===== config.mk =====
export PLATFORM = sky130hd
export DESIGN_NAME = slink_stream_dechopper_flush
export DESIGN_NICKNAME = d
export VERILOG_FILES = /design/src/rtl/slink_stream_dechopper_flush.sv
export SDC_FILE = /design/constraint.sdc
export NUM_CORES = 1
export LEC_CHECK = 0
export CAP_MARGIN = 20
export CORE_MARGIN = 5
export CORE_UTILIZATION = 50
export DETAILED_ROUTE_END_ITERATION = 12
export GPL_ROUTABILITY_DRIVEN = 0
export PLACE_DENSITY_LB_ADDON = 0.2
export SETUP_SLACK_MARGIN = 0.2
export SLEW_MARGIN = 0
export SYNTH_ARGS = -nofsm -noshare
export SYNTH_HDL_FRONTEND = slang
export SYNTH_SLANG_ARGS = --single-unit

===== constraint.sdc =====
create_clock -name clk_i -period 7 [get_ports clk_i]
set_input_delay 0.7 -clock clk_i [delete_from_list [all_inputs] [get_ports clk_i]]
set_output_delay 0.7 -clock clk_i [all_outputs]
set_load 0.1 [all_outputs]

===== src/rtl/slink_stream_dechopper_flush.sv =====
// Serial-link RX dechopper: packs chopped beats of 0..Width LSB-contiguous elements into full words.
// Partial words leave on an explicit flush or an idle timeout. Full beats arriving into an empty block bypass it.
module slink_stream_dechopper_flush #(
  parameter type         element_t         = logic [15:0],
  parameter int unsigned Width             = 4,
  parameter int unsigned FlushCounterWidth = 6
) (
  input  logic                         clk_i,
  input  logic                         rst_ni,
  input  logic                         clear_i,
  input  logic                         bypass_en_i,
  input  logic                         flush_i,
  input  logic [FlushCounterWidth-1:0] flush_timeout_i,
  input  logic [Width-1:0]             valid_i,
  output logic                         ready_o,
  input  element_t [Width-1:0]         data_i,
  output logic                         valid_o,
  output logic [Width-1:0]             keep_o,
  input  logic                         ready_i,
  output element_t [Width-1:0]         data_o,
  output logic [$clog2(Width):0]       fill_count_o
);

  localparam int CW = $clog2(Width) + 1;
  localparam int IW = (Width > 1) ? $clog2(Width) : 1;

  element_t [Width-1:0]         r_acc;
  logic [CW-1:0]                r_fill;
  logic [CW-1:0]                r_consumed;
  logic                         r_out_valid;
  logic [Width-1:0]             r_out_keep;
  element_t [Width-1:0]         r_out_data;
  logic [FlushCounterWidth-1:0] r_idle_cnt;
  logic                         r_flush_pend;

  logic [CW-1:0]        w_k;
  logic                 w_run;
  logic                 w_out_free;
  logic                 w_bypass;
  logic                 w_auto;
  logic                 w_flush_act;
  logic                 w_flush_exec;
  logic                 w_complete;
  logic                 w_beat;
  logic                 w_take;
  logic                 w_beat_done;
  int                   w_avail;
  int                   w_room;
  int                   w_n;
  int                   w_src;
  element_t [Width-1:0] w_merged;
  logic [Width-1:0]     w_flush_keep;

  // k = number of trailing ones; anything above the first zero is ignored
  always_comb begin
    w_k   = '0;
    w_run = 1'b1;
    for (int i = 0; i < Width; i++) begin
      if (w_run && valid_i[i]) w_k = w_k + CW'(1);
      else                     w_run = 1'b0;
    end
  end

  always_comb begin
    w_out_free   = !r_out_valid || ready_i;
    w_bypass     = bypass_en_i ||
                   (w_k == CW'(Width) && r_fill == '0 && r_consumed == '0 &&
                    !r_out_valid && !r_flush_pend);
    w_auto       = (flush_timeout_i != '0) && (r_idle_cnt == flush_timeout_i);
    w_flush_act  = r_flush_pend || w_auto;
    w_flush_exec = w_flush_act && (w_out_free || r_fill == '0);

    w_avail     = (w_k > r_consumed) ? int'(w_k) - int'(r_consumed) : 0;
    w_room      = int'(Width) - int'(r_fill);
    w_n         = (w_room < w_avail) ? w_room : w_avail;
    w_complete  = (int'(r_fill) + w_n) == int'(Width);
    w_beat      = !clear_i && !w_bypass && !w_flush_act && (w_k != '0);
    w_take      = w_beat && (w_avail > 0) && (!w_complete || w_out_free);
    w_beat_done = w_take && ((int'(r_consumed) + w_n) == int'(w_k));

    w_src = 0;
    for (int i = 0; i < Width; i++) begin
      w_merged[i]     = r_acc[i];
      w_flush_keep[i] = (i < int'(r_fill));
      if (i >= int'(r_fill) && i < int'(r_fill) + w_n) begin
        w_src = int'(r_consumed) + i - int'(r_fill);
        if (w_src < int'(Width)) w_merged[i] = data_i[IW'(w_src)];
      end
    end
  end

  always_ff @(posedge clk_i or negedge rst_ni) begin
    if (!rst_ni) begin
      r_acc        <= '0;
      r_fill       <= '0;
      r_consumed   <= '0;
      r_out_valid  <= 1'b0;
      r_out_keep   <= '0;
      r_out_data   <= '0;
      r_idle_cnt   <= '0;
      r_flush_pend <= 1'b0;
    end else if (clear_i) begin
      r_acc        <= '0;
      r_fill       <= '0;
      r_consumed   <= '0;
      r_out_valid  <= 1'b0;
      r_out_keep   <= '0;
      r_out_data   <= '0;
      r_idle_cnt   <= '0;
      r_flush_pend <= 1'b0;
    end else if (w_bypass) begin
      r_idle_cnt <= '0;
    end else begin
      r_flush_pend <= (r_flush_pend && !w_flush_exec) || flush_i;

      if (w_flush_exec && r_fill != '0) begin
        r_out_valid <= 1'b1;
        r_out_data  <= r_acc;
        r_out_keep  <= w_flush_keep;
        r_acc       <= '0;
        r_fill      <= '0;
      end else if (w_take && w_complete) begin
        r_out_valid <= 1'b1;
        r_out_data  <= w_merged;
        r_out_keep  <= '1;
        r_acc       <= '0;
        r_fill      <= '0;
      end else begin
        if (ready_i) r_out_valid <= 1'b0;
        if (w_take) begin
          r_acc  <= w_merged;
          r_fill <= CW'(int'(r_fill) + w_n);
        end
      end

      if (w_take) r_consumed <= w_beat_done ? '0 : CW'(int'(r_consumed) + w_n);

      // hold the count while an auto-flush waits for the output, so the trigger is not lost
      if (w_flush_exec || w_take || r_fill == '0) r_idle_cnt <= '0;
      else if (w_auto)                             r_idle_cnt <= r_idle_cnt;
      else if (r_idle_cnt != '1)                   r_idle_cnt <= r_idle_cnt + 1'b1;
    end
  end

  always_comb begin
    valid_o      = !clear_i && (w_bypass ? (w_k != '0) : r_out_valid);
    ready_o      = !clear_i && (w_bypass ? ready_i : w_beat_done);
    data_o       = w_bypass ? data_i  : r_out_data;
    keep_o       = w_bypass ? valid_i : r_out_keep;
    fill_count_o = r_fill;
  end

endmodule


* Word level (Yosys, flattened, before mapping)
Index checks and enable logic that the tools add are counted.
Cells by class: $add $sub $neg 15, $mul 0, div/mod/pow operators 0, $lt $le $gt $ge 23, equality and inequality tests 7, shifts and indexed selects 0, multiplexer cells 67, bitwise logic cells 0, reduce and logical (&&, ||, !) cells 54
Operators with widths (number):
- two-way mux 64 bit | 10
- two-way mux 16 bit | 16
- binary-select mux 16 bit (select 2 bit) | 4
- adder 4 x 32 -> 32 bit | 2
- < comparator 3 x 32 -> 1 bit, first input constant | 2
- two-way mux 32 bit | 2
- two-way mux 3 bit | 11
- == test 32 x 4 -> 1 bit | 1
- == test 32 x 4 -> 1 bit, second input constant | 1
- > comparator 32 x 1 -> 1 bit, second input constant | 1
- < comparator 1 x 32 -> 1 bit, first input constant | 1
- < comparator 2 x 32 -> 1 bit, first input constant | 1
- < comparator 4 x 32 -> 1 bit | 1
- two-way mux 6 bit | 5
- logical AND 1 bit | 24
- two-way mux 4 bit | 5
- < comparator 2 x 4 -> 1 bit, second input constant | 4
- < comparator 5 x 4 -> 1 bit, second input constant | 3
- subtractor 4 x 3 -> 5 bit | 3
- two-way mux 1 bit | 13
- nonzero test 4 bit | 3
- AND reduction 2 bit | 5
- nonzero test 3 bit | 3
- adder 3 x 2 -> 4 bit, second input constant | 2
- other kinds (23) | 43
Storage, ports and cells: register bits after elaboration 146, latch bits 0, bits in writable memories 0, memory bits (read-only) 0, input port bits 80, output and inout bits 73, word-level logic and storage cells 180, memories 0

* Depth between registers and ports, before layout
Gate-level depths: netlist of the first run.
word-level depth 24, depth in mapped cells 30, mapped depth without buffers 28

* Worst setup path after synthesis of the first run
Ideal clock, no wire load.
path kind input to output, start point input valid_i[0], end point output ready_o, arrival 7631 ps, required time 6300 ps, slack -1331 ps, stages on the path 26, path buffers 0, cells stage by stage nand2_1 inv_1 ha_1 and3b_1 nor2_1 inv_1 fa_1 fa_1 a31oi_1 nand2b_1 ha_1 a21boi_0 o21ai_0 a22oi_1 mux2i_1 ha_1 a21o_1 a21oi_1 or2_2 ha_1 and3b_1 nor2b_1 nand3_1 nand3_1 or4b_2 a21oi_1
On the way: cells in the longest elaborated chain, start to end 22, elaborated cells between the ends (all ways) 41, those cells by class add/sub (6); order compare (3); eq/ne (3); mux (10); reduce/logical (19)
Ends and longest elaborated chain:
- start, declared | RTL line 14 | input logic [Width-1:0] valid_i,
- two-way mux 1 bit | RTL line 59 | if (w_run && valid_i[i]) w_k = w_k + CW'(1);
- adder 1 x 1 -> 2 bit / logical AND 1 bit (equally long branches) | RTL line 59
- two-way mux 2 bit / two-way mux 1 bit (equally long branches) | RTL line 59
- adder 3 x 1 -> 3 bit / logical AND 1 bit (equally long branches) | RTL line 59
- two-way mux 3 bit / two-way mux 1 bit (equally long branches) | RTL line 59
- adder 3 x 1 -> 3 bit / logical AND 1 bit (equally long branches) | RTL line 59
- two-way mux 3 bit (*) | RTL line 59
- branches (longest 13 deep; another with < comparator 4 x 32 -> 1 bit)
- two-way mux 1 bit (*) | RTL line 147 | ready_o = !clear_i && (w_bypass ? ready_i : w_beat_done);
- logical AND 1 bit (*) | RTL line 147
- end, declared | RTL line 15 | output logic ready_o,
Mark *: on every way between the ends.

* Final worst setup path of the first run
Ends and elaborated chain as after synthesis.

==> metrics.txt, run 1 <==
run status=finished, final reports clean; # setup viols final=0; max layer used=met4; DR WL/cell=23.33 um; Synth async-reset ratio=1.000; CTS H-tree lvls=4; largest net degree at the start of global routing=84; leakage power=0.006196 uW; top cell type's share of synthesized area=0.3529; clk sink count=146; Initial Util=0.5100; part of the cycle the worst path needs=0.9659; Hold Path Class=input port to async pin; Cell Area, Synth=0.01035 sq mm; worst skew pair latency=0.43 ns; Die Area=0.02369 sq mm; vias in the first global route=9859; post-route setup TNS=0 ns; Antenna Cells=0; Critical Path RT=6.30 ns; DP HPWL=23470 um; max-cap violation count=0; Total Routing Usage GR=0.2958; core area=0.02030 sq mm; startpoint types=input port; prevailing post-synth register cell=dfrtp_1; WS Path Type=input port to primary output; commonest non-fill, non-tap cell in the layout=nand2_1; Area Growth Syn to Fin=33.55%; normalized max-slew margin=0.3035; post-route ant nets=0; metal2 WL=16770 um; Max Clk Rate=147.9 MHz; fin worst setup slack=0.2385 ns; CTS tree=done; vias post-DR=9752; Seq/Total Area, Yosys=0.3529; pwr/cell area=190.7 mW/mm^2; Port Buf Inserts=152; drt first pass iters=6; Syn. warnings=0; drc violations=0; first-pass GRT wire length=55550 um; syn_area_per_cell=10.13 sq um; total wire length=35460 um; Bufs and invs on worst path=5; Synth Register Bits=146; Die X=153.9 um; DR vias/cell=6.416; CP max stage cell=or4b_4; Top-Level Pins=153; pin slew with the least headroom to its limit=1.045 ns; dpl ws=-0.3710 ns; Die Ht=153.9 um; Pins Over Slew Limit=0; Worst Skew=0.009478 ns; RSZ-0062 raised after global routing=yes; initial antenna violation count=0; Mapped Nets=1148; Syn Inst Count=1022; total CTS buffers=17; delay-heaviest family, CP=adder cells; hold_ws=0.2611 ns; CTS Buffer Depth=2; CP peak stage delay=0.51 ns; Yosys cell types=66; Post-synth EDFFs=0; Final Net Count=1363; Reg clk slew, reported paths=0.06 ns; Met3 Routed Length=3241 um; # fillers=1561; commonest cells after routing, fill and taps aside=nand2_1 (218), dfrtp_1 (146), clkdlybuf4s50_1 (144); Worst EP arrival=6.06 ns; top cells by area, synth=dfrtp_1 (35%), mux4_2 (14%), nand2_1 (8.0%); DRT iter0 DRCs=968; most frequent CP cell=ha_1; M1 WL=14700 um; root buffer cell=clkbuf_16; share of layout cells above drive strength 1=0.2336; VDD IR max=181.1 uV; post-synth top area cell=dfrtp_1; row count=52; critical path peak fanout=4; grt ovf=0; minimum clock period after layout=6.762 ns; CP Capture Type=primary output; Final Hold Vio Count=0
==> registers in the layout, summed over array words and instances, names as in the netlist <==
signal,flops
r_consumed,3
r_acc,64
r_out_valid,1
fill_count_o,3
r_flush_pend,1
r_out_data,64
r_idle_cnt,6
r_out_keep,4
==> synth_stat cells, types with 6 or more instances <==
cell type	count
o21ai_0	11
a221oi_2	10
mux2i_1	66
nand3_1	9
a21oi_1	30
xor2_1	13
nand2_1	221
nor2b_1	6
fa_1	10
a22o_1	70
a221oi_1	40
nand2b_1	9
buf_2	14
inv_1	24
mux4_2	64
and2_1	6
clkbuf_1	48
a211oi_1	16
nor2_1	79
ha_1	36
nor3_1	9
dfrtp_1	146
==> routing by layer <==
| layer | vias to the layer above | GRT usage |
|---|---|---|
| met1 | 4900 | 0.4132 |
| met5 | - | 0 |
| met4 | 0 | 0.08368 |
| li1 | 4254 | - |
| met3 | 60 | 0.06970 |
| met2 | 538 | 0.4656 |
==> path summary, 6_finish.rpt <==
kind	slack, ns	endpoint	depth (start not counted)	from
hold / removal	0.26	r_consumed[2]	1	rst_ni
hold reg to reg	0.50	r_acc[60]	1	r_acc[60]
setup reg to reg	0.71	r_out_data[15]	22	r_consumed[0]
min in group clk_i	0.50	r_acc[60]	1	r_acc[60]
max in group asynchronous	5.56	r_acc[23]	3	rst_ni
setup / recovery	0.24	ready_o	28	valid_i[0]
==> through the flow <==
stage / power (uW) / util / instance area [sq um] / cells
after floorplan: 1347 / - / 10450 / 1022
after global placement: 1600 / 0.6230 / 12650 / 1441
after detailed placement: 1607 / 0.6243 / 12670 / 1442
after CTS: 2621 / 0.6714 / 13630 / 1516
after global routing: 2716 / 0.6812 / 13830 / 1520
final: 2636 / 0.6812 / 13830 / 1520
==> cells by family (layout without fill, tap and decap cells) <==
kind of cell | after synthesis | after routing | share of synthesized area
AND/OR/NAND/NOR | 371 | 371 | 0.1563
adder cells (fa/ha/maj) | 46 | 46 | 0.06284
AO/OA/AOI/OAI | 217 | 217 | 0.1716
flip-flops | 146 | 146 | 0.3529
buffers and inverters | 96 | 324 | 0.03940
multiplexers | 131 | 131 | 0.2043
XOR/XNOR | 15 | 15 | 0.01269
==> timing repair <==
item,in CTS,in global routing
setup endpoints to repair,46,19
pin swaps,15,23
buffers inserted,42,2
gates resized for setup,20,29
hold buffers,0,0
cloned,0,0
==> cell type report <==
cell class,count,area [sq um],share of cell area
clock buffer,18,429.2,0.03104
inverter,24,90.09,0.006515
tap,270,337.8,0.02443
multi-input combinational,780,6595,0.4770
timing repair buffer,268,2519,0.1822
sequential,146,3654,0.2642
clock inverter,14,202.7,0.01466
==> worst register-to-register path: cells and delay by family, from the launching register on <==
kind                       cells  cell delay [ns]
DFF                            1             0.51
and+or+nand+nor                7             2.22
buffers and inverters          2             0.36
AOI/OAI and AO/OA              7             1.22
adders and majority gates      6             1.88
==> report_power, final <==
part | leakage (uW) | switching, uW | internal, uW | total [uW]
sequential | 0.00204 | 6.02 | 852 | 858
clock | 0.000299 | 399 | 603 | 1000
combinational | 0.00386 | 473 | 304 | 777
Power figures use the tool's default switching activity.
==> inputs of run 2 (changes only) <==
- CTS_CLUSTER_DIAMETER: not set -> 50
==> results of run 2 <==
Same layout as run 1: the final DEF is identical, and so are final timing and power.
==> inputs of run 3 (changes only) <==
- HOLD_SLACK_MARGIN: not set -> 0.03
==> results of run 3 <==
Same layout as run 1: the final DEF is identical, and so are final timing and power.
